## config.mk

```make
export PLATFORM = sky130hd
export DESIGN_NAME = comp_mac_4tap
export DESIGN_NICKNAME = d
export VERILOG_FILES = /design/src/rtl/comp_mac_4tap.sv
export SDC_FILE = /design/constraint.sdc
export NUM_CORES = 1
export LEC_CHECK = 0
export CORE_ASPECT_RATIO = 1.4
export CORE_MARGIN = 5
export CORE_UTILIZATION = 60
export CTS_BUF_LIST = sky130_fd_sc_hd__clkbuf_16
export DETAILED_ROUTE_END_ITERATION = 12
export PLACE_DENSITY_LB_ADDON = 0.25
export SYNTH_ARGS = -nofsm -noshare
export SYNTH_HDL_FRONTEND = slang
export SYNTH_SLANG_ARGS = --single-unit
```

## constraint.sdc

```tcl
create_clock -name clk -period 17.43 [get_ports clk]
set_input_delay 3.486 -clock clk [delete_from_list [all_inputs] [get_ports clk]]
set_output_delay 3.486 -clock clk [all_outputs]
set_load 0.02 [all_outputs]
```

## src/rtl/comp_mac_4tap.sv

```systemverilog
// comp_mac_4tap
// Four-tap loop compensator for the multi-phase buck controller. It sits
// between the error quantiser and the DPWM. For every accepted error sample
// it evaluates
//   d[n] = d[n-1] + A*e[n] + B*e[n-1] + C*e[n-2] + D*e[n-3]
// using one multiplier shared across the four taps. The result is clamped to
// the window [d_min, d_max]. The clamped value becomes the new state, which
// gives anti-windup.
//
// Ports
//   clk, rst_n             loop clock, asynchronous active-low reset
//   sample_valid, err_in   one-cycle strobe with a signed error sample e[n]
//   coef_we/addr/wdata     shadow coefficient write (0=A .. 3=D)
//   coef_commit            copy the shadow bank to the active bank
//                          (deferred to the end of a computation while busy)
//   d_min, d_max           unsigned clamp window, sampled in the SAT cycle
//   overrun_clr            clears the sticky overrun flag
//   d_comp                 duty word to the DPWM, d_state[DUTY_W-2 -: DCOMP_W]
//   d_valid                one-cycle pulse when d_comp is updated
//   busy                   high whenever the FSM is not in IDLE
//   sat_hi, sat_lo         last result was clamped to d_max / d_min
//   overrun                sticky flag: a sample was dropped while busy
//
// Build option
//   COMP_ROUND_EN  when defined, each product is rounded half-up before the
//                  fractional shift. When undefined, the shift truncates
//                  toward -inf.
module comp_mac_4tap #(
    parameter int ERR_W     = 8,
    parameter int COEF_W    = 16,
    parameter int COEF_FRAC = 8,
    parameter int DUTY_W    = 16,
    parameter int DCOMP_W   = 10,
    parameter int ACC_W     = DUTY_W + 4
) (
    input  logic               clk,
    input  logic               rst_n,
    input  logic               sample_valid,
    input  logic [ERR_W-1:0]   err_in,
    input  logic               coef_we,
    input  logic [1:0]         coef_addr,
    input  logic [COEF_W-1:0]  coef_wdata,
    input  logic               coef_commit,
    input  logic [DUTY_W-1:0]  d_min,
    input  logic [DUTY_W-1:0]  d_max,
    input  logic               overrun_clr,
    output logic [DCOMP_W-1:0] d_comp,
    output logic               d_valid,
    output logic               busy,
    output logic               sat_hi,
    output logic               sat_lo,
    output logic               overrun
);
    localparam int PROD_W = ERR_W + COEF_W;
    localparam int WIDE_W = PROD_W + 1;   // one guard bit for the rounding add

    typedef enum logic [1:0] {IDLE = 2'd0, MAC = 2'd1, SAT = 2'd2} state_t;

    state_t                  state;
    logic [1:0]              tap;
    logic [3:0][ERR_W-1:0]   e_hist;      // element i holds e[n-i]
    logic [3:0][COEF_W-1:0]  coef_sh;
    logic [3:0][COEF_W-1:0]  coef_act;
    logic                    commit_pend;
    logic signed [ACC_W-1:0] acc;
    logic [DUTY_W-1:0]       d_state;

    logic signed [ERR_W-1:0]  err_sel;
    logic signed [COEF_W-1:0] coef_sel;
    logic signed [PROD_W-1:0] prod;
    logic signed [ACC_W-1:0]  term;
    logic [DUTY_W+1:0]        sat_res;    // {sat_hi, sat_lo, value}

    // Scale a full-precision product back to duty units. The shift is
    // arithmetic, so negative products round toward -inf unless the rounding
    // offset is enabled.
    function automatic logic signed [ACC_W-1:0] scale_product(
        input logic signed [PROD_W-1:0] p
    );
        logic signed [WIDE_W-1:0] w;
        w = WIDE_W'(p);
`ifdef COMP_ROUND_EN
        w = w + (WIDE_W'(1) << (COEF_FRAC - 1));
`endif
        w = w >>> COEF_FRAC;
        return ACC_W'(w);
    endfunction

    // Clamp the signed accumulator into the unsigned window. An inverted
    // window (d_min > d_max) resolves to d_max and reports the high clamp.
    function automatic logic [DUTY_W+1:0] saturate(
        input logic signed [ACC_W-1:0] a,
        input logic [DUTY_W-1:0]       lo,
        input logic [DUTY_W-1:0]       hi
    );
        logic signed [ACC_W-1:0] lo_x;
        logic signed [ACC_W-1:0] hi_x;
        lo_x = $signed(ACC_W'(lo));
        hi_x = $signed(ACC_W'(hi));
        if (lo > hi)
            return {1'b1, 1'b0, hi};
        else if (a > hi_x)
            return {1'b1, 1'b0, hi};
        else if (a < lo_x)
            return {1'b0, 1'b1, lo};
        else
            return {1'b0, 1'b0, a[DUTY_W-1:0]};
    endfunction

    assign err_sel  = $signed(e_hist[tap]);
    assign coef_sel = $signed(coef_act[tap]);
    assign prod     = PROD_W'(coef_sel) * PROD_W'(err_sel);
    assign term     = scale_product(prod);
    assign sat_res  = saturate(acc, d_min, d_max);

    assign busy   = (state != IDLE);
    assign d_comp = d_state[DUTY_W-2 -: DCOMP_W];

    // The shadow bank is writable at any time, independently of the FSM.
    always_ff @(posedge clk or negedge rst_n) begin
        if (!rst_n)
            coef_sh <= '0;
        else if (coef_we)
            coef_sh[coef_addr] <= coef_wdata;
    end

    always_ff @(posedge clk or negedge rst_n) begin
        if (!rst_n) begin
            state       <= IDLE;
            tap         <= 2'd0;
            e_hist      <= '0;
            coef_act    <= '0;
            commit_pend <= 1'b0;
            acc         <= '0;
            d_state     <= '0;
            d_valid     <= 1'b0;
            sat_hi      <= 1'b0;
            sat_lo      <= 1'b0;
            overrun     <= 1'b0;
        end else begin
            d_valid <= 1'b0;

            // A dropped sample takes priority over a clear in the same cycle.
            if (sample_valid && state != IDLE)
                overrun <= 1'b1;
            else if (overrun_clr)
                overrun <= 1'b0;

            case (state)
                // IDLE: accept a sample and seed the accumulator with d[n-1].
                IDLE: begin
                    if (coef_commit)
                        coef_act <= coef_sh;
                    if (sample_valid) begin
                        e_hist <= {e_hist[2:0], err_in};
                        acc    <= ACC_W'($signed(d_state));
                        tap    <= 2'd0;
                        state  <= MAC;
                    end
                end
                // MAC: one tap per cycle through the shared multiplier.
                MAC: begin
                    if (coef_commit)
                        commit_pend <= 1'b1;
                    acc <= acc + term;
                    tap <= tap + 2'd1;
                    if (tap == 2'd3)
                        state <= SAT;
                end
                // SAT: clamp, publish, and apply any commit deferred while busy.
                SAT: begin
                    {sat_hi, sat_lo, d_state} <= sat_res;
                    d_valid <= 1'b1;
                    if (coef_commit || commit_pend)
                        coef_act <= coef_sh;
                    commit_pend <= 1'b0;
                    state       <= IDLE;
                end
                default: state <= IDLE;
            endcase
        end
    end
endmodule
```

=== After elaboration in Yosys (flattened, before gate mapping) ===
Index checks and enable logic that the tools add are counted.

* Equal/unequal tests: 8
* Multiply operators: 1
* $add $sub $neg: 2
* Reduce and logical (&&, ||, !) cells: 14
* Muxes and demuxes: 25
* $lt $le $gt $ge: 6

{| class="wikitable"
|+ Operator list
! cell !! number
|-
| 64-bit 2-to-1 mux || 2
|-
| 64-bit case mux with 2 select lines || 1
|-
| 64-bit bitwise mux || 1
|-
| 20-bit case mux with 2 select lines || 1
|-
| 18-bit 2-to-1 mux || 2
|-
| 16-bit binary-select mux with 2-bit select || 1
|-
| 16-bit demux with 2-bit select || 1
|-
| 16-bit 2-to-1 mux || 2
|-
| 16-bit by 8-bit multiplier with 24-bit output || 1
|-
| 20-bit by 16-bit adder with 20-bit output || 1
|-
| 20-bit by 17-bit > comparator with 1-bit output || 1
|-
| 20-bit by 17-bit less-than comparator with 1-bit output || 1
|-
| 20-bit 2-to-1 mux || 1
|-
| 17-bit 2-to-1 mux || 1
|-
| 8-bit binary-select mux with 2-bit select || 1
|-
| 16-bit > comparator || 1
|-
| 2-bit inequality test, second input constant || 5
|-
| 2-bit nonzero test || 5
|-
| 8-bit 2-to-1 mux || 1
|-
| 2-bit case mux with 2 select lines || 2
|-
| 2-bit AND reduction || 4
|-
| 2-bit by 3-bit less-than comparator with 1-bit output, second input constant || 2
|-
| 2-bit 2-to-1 mux || 3
|-
| 2-bit == test, second input constant || 2
|-
| 9 further kinds || 13
|}

* Register bits after elaboration: 205
* Input bits: 64
* Output and inout port bits: 15
* Logic and storage cells: 77

=== Longest topological paths before layout ===
* Word-level depth: 5
* Mapped depth: 32
* Gate-level depth less buffers: 30

=== Worst setup path before layout ===
OpenSTA, ideal clock, no wires.

* Kind: reg2reg
* Start point: reg tap[0]
* End point: reg acc[13]
* Stages on the path, launching flop included: 33
* Data required time: 17.293 ns
* Setup slack: 9.688 ns
* Period minus slack after synthesis: 7.742 ns
* Arrival: 7.605 ns
* Path buffers: 3
* Setup time: 0.137 ns
* Cell sequence: dfrtp_1 > buf_2 > buf_1 > mux2i_1 > nand2_1 > o21ai_1 > clkbuf_1 > nor2_1 > fa_1 > fa_1 > fa_1 > inv_1 > fa_1 > inv_1 > ha_1 > a21o_1 > a21oi_1 > nand2_1 > a21oi_1 > nor2b_1 > o21a_1 > nor2_1 > xnor2_1 > ha_1 > a2111oi_0 > a211oi_1 > o41ai_1 > nand2_1 > a31o_2 > a21o_1 > a21oi_1 > xor2_1 > a21oi_1

* Word-level cells in the longest chain between the ends: 5
* Elaborated cells on any way between the ends: 7
* Classes of those cells: add/sub: 1; mul: 1; mux: 5

{| class="wikitable"
|+ RTL lines
! what !! RTL line !! RTL
|-
| start: declaration || 60 || <nowiki>logic [1:0] tap;</nowiki>
|-
| start signal: assignment || 166 || <nowiki>tap <= tap + 2'd1;</nowiki>
|-
| 16-bit binary-select mux with 2-bit select or 8-bit binary-select mux with 2-bit select (tied branches) || 111, 110 ||
|-
| 16-bit 2-to-1 mux (not written as such) or 8-bit 2-to-1 mux (tied branches) || 111, 110 ||
|-
| 16-bit by 8-bit multiplier with 24-bit output * || 112 || <nowiki>assign prod = PROD_W'(coef_sel) * PROD_W'(err_sel);</nowiki>
|-
| 20-bit by 16-bit adder with 20-bit output * || 165 || <nowiki>acc <= acc + term;</nowiki>
|-
| 20-bit case mux with 2 select lines * || 149 || <nowiki>case (state)</nowiki>
|-
| end signal: assignment || 156 || <nowiki>acc <= ACC_W'($signed(d_state));</nowiki>
|-
| end signal: assignment || 165 ||
|-
| end: declaration || 65 || <nowiki>logic signed [ACC_W-1:0] acc;</nowiki>
|}

Every way passes the cells marked *; elsewhere a longest branch is shown, timed or not. The select of a mux whose other input is x is not followed.
A chain may end at the register's enable or synchronous reset.

=== Worst setup path in the final report ===
Ends and elaborated chain as after synthesis.

==> metrics.cfg <==
[min_path]
min_path_type = reg -> reg
whs_endpoint = sat_lo
min_path_cells = 2
holdCritStartpoint = sat_lo

[drt]
routedWlPerCell_microns = 17.1
drc_errors = 0
via_per_inst = 5.65
dr.pass1.iters = 4
drt-total-wl_microns = 29400
ant_nets = 0
vias = 9722
drt_iter0_drc = 329

[synthesis]
syn_inst = 1337
yosysTopAreaCell = dfrtp_1
synth_ff_type = dfrtp_1
yosysSeqAreaShare = 0.341
synth_top_area_frac = 0.341
yosys_register_bits = 205
netlist_area_sq_mm = 0.0150
synth_nets = 1615
avgSynthCellArea_sq_um = 11.3
ys_warn_count = 0
synth_edf_count = 0
synth.area.top_cells = dfrtp_1 (34%), fa_1 (14%), mux2_2 (13%)
synth_cell_types = 65
synth_top_cells_by_count = dfrtp_1 (205), mux2_2 (177), inv_1 (175)
yosysMostFrequentCell = dfrtp_1
async_flop_share = 1.00

[sta]
finalHoldViolCount = 0
worstMarginPinSlew_ps = 1200
fmax_mhz = 124
finalClockSkew_ps = 13.6
setup_violations = 0
relSlewSlack = 0.199
finalCriticalPeriod_ps = 8070
slew_violations = 0
timing.final.crit_share = 0.463
rsz0062_at_grt = no
tns_ps = 0

[clock_network]
numCtsBuffers = 20
h-tree-depth = 1
cts_root_buf = clkbuf_16
cts.path.max_buffers = 3
cts_sinks = 205
cts_tree = built
cts-hold-fix-buffers = 0
insertion_delay_ps = 500
postCtsSetupBuffers = 0
clk_pin_slew_worst_paths_ps = 70
cts.repair.resized = 0

[cells_and_area]
num_antenna_cells = 0
drive_above_1_share = 0.183
final_nets = 1670
syn2layout_area_growth_pct = 10.9

[grt]
grt.overflow.total = 0
grt_pass1_vias = 10400
grt_max_degree = 129
track_usage = 0.217
antenna_found_initial = 0
grt_pass1_wl_microns = 50600

[critical_path]
cp-start-kind = register
crit_type = reg -> reg
cp_max_fo = 25
worstPathArrival_ps = 8440
r2r_end = acc[13]
slowest_delay_ps = 740
crit-reg2reg-launch = tap[0]
reg2regPathDepth = 28
end_kind = register
r2r_slack_ps = 9360
crit_required_ps = 17800
slowest_stage = mux4_2

[floorplanning]
die_h_microns = 197
io_pins = 79
die_width_microns = 144
start_util = 0.610
rows = 68
design.core.area_sq_mm = 0.0247
die_area_sq_mm = 0.0284

[placement]
post-dp-hpwl_microns = 22500
gpl.final_weighted_congestion = 0.923
io_buffers = 78

[run]
cap_violations = 0

[run_status]
status = complete, no violations

registers in the layout, summed over array words and instances, names as in the netlist, 2 cells and up:
| register | flops |
|---|---|
| tap | 2 |
| d_state | 16 |
| coef_sh | 64 |
| coef_act | 64 |
| acc | 20 |
| e_hist | 32 |
| state | 2 |
layout make-up:
| cell class | instances | area, sq um |
|---|---|---|
| Clock buffer | 21 | 526 |
| Clock inverter | 15 | 126 |
| Fill cell | 1927 | 7990 |
| Inverter | 175 | 657 |
| Multi-Input combinational cell | 904 | 9000 |
| Sequential cell | 205 | 5130 |
| Tap cell | 315 | 394 |
| Timing Repair Buffer | 86 | 845 |
worst max-delay path, delay by kind of cell (launching register included):
| kind | cells | cell delay [ps] |
|---|---|---|
| fa+ha+maj | 6 | 2700 |
| compound gates | 11 | 2440 |
| simple gates | 5 | 770 |
| mux | 1 | 740 |
| buf+inv | 3 | 540 |
| flops | 1 | 410 |
| xor+xnor | 2 | 290 |
cells by family (layout without fill, tap and decap cells):
logic type | count (synthesis) | count (layout) | synth area share
flip-flops | 205 | 205 | 0.341
XOR/XNOR | 30 | 30 | 0.0175
multiplexers | 227 | 227 | 0.185
adder cells (fa/ha/maj) | 214 | 214 | 0.229
AO/OA/AOI/OAI | 164 | 164 | 0.0714
AND/OR/NAND/NOR | 269 | 269 | 0.0939
buffers and inverters | 228 | 297 | 0.0625
cells in the final DEF, fill, tap and decap left out, drive strengths merged, types with 5 or more instances in the layout:
cell type	instances
fa	102
buf	8
mux4	23
a211oi	10
clkdlybuf4s50	77
ha	112
nor3	11
mux2	177
nor2b	15
o21a	8
clkbuf	22
nand4	10
nor2	38
nand2b	5
inv	180
xor2	12
a2111oi	6
a21oi	37
o21ai	51
mux2i	27
dfrtp	205
a21o	21
nand2	76
and2	88
nand3b	6
o31ai	5
xnor2	18
routing by layer:
layer | vias to the layer above | track usage | share of wire
met5 | - | 0 | 0
li1 | 4644 | - | -
met2 | 166 | 0.399 | 0.54
met1 | 4862 | 0.271 | 0.41
met4 | 0 | 0.0544 | 0.023
met3 | 50 | 0.0218 | 0.030
worst max path at each step:
| stage | startpoint | to | slack [ps] | cells after the start |
|---|---|---|---|---|
| after global routing | tap[0] | acc[19] | 8770 | 26 |
| after global placement | tap[0] | acc[19] | 9570 | 25 |
| final | tap[0] | acc[13] | 9360 | 28 |
| after detailed placement | tap[0] | acc[13] | 9390 | 28 |
| after CTS | tap[0] | acc[13] | 9370 | 28 |
| after floorplan | tap[0] | acc[13] | 9690 | 32 |
metrics by stage:
| stage | util | worst slack, ps | hold WS (ps) | instances | instance area, sq um |
|---|---|---|---|---|---|
| 2_1_floorplan | - | 9690 | 442 | 1337 | 15000 |
| 3_3_place_gp | 0.650 | 9570 | 461 | 1685 | 16000 |
| 3_5_place_dp | 0.650 | 9390 | 466 | 1685 | 16000 |
| 4_1_cts | 0.676 | 9370 | 480 | 1721 | 16700 |
| 5_1_grt | 0.676 | 8770 | 513 | 1721 | 16700 |
| 6_report | 0.676 | 9360 | 475 | 1721 | 16700 |
Power is left out: the tool's default activity adds up to more than one toggle a clock period on the data nets, which glitch-free logic cannot reach.
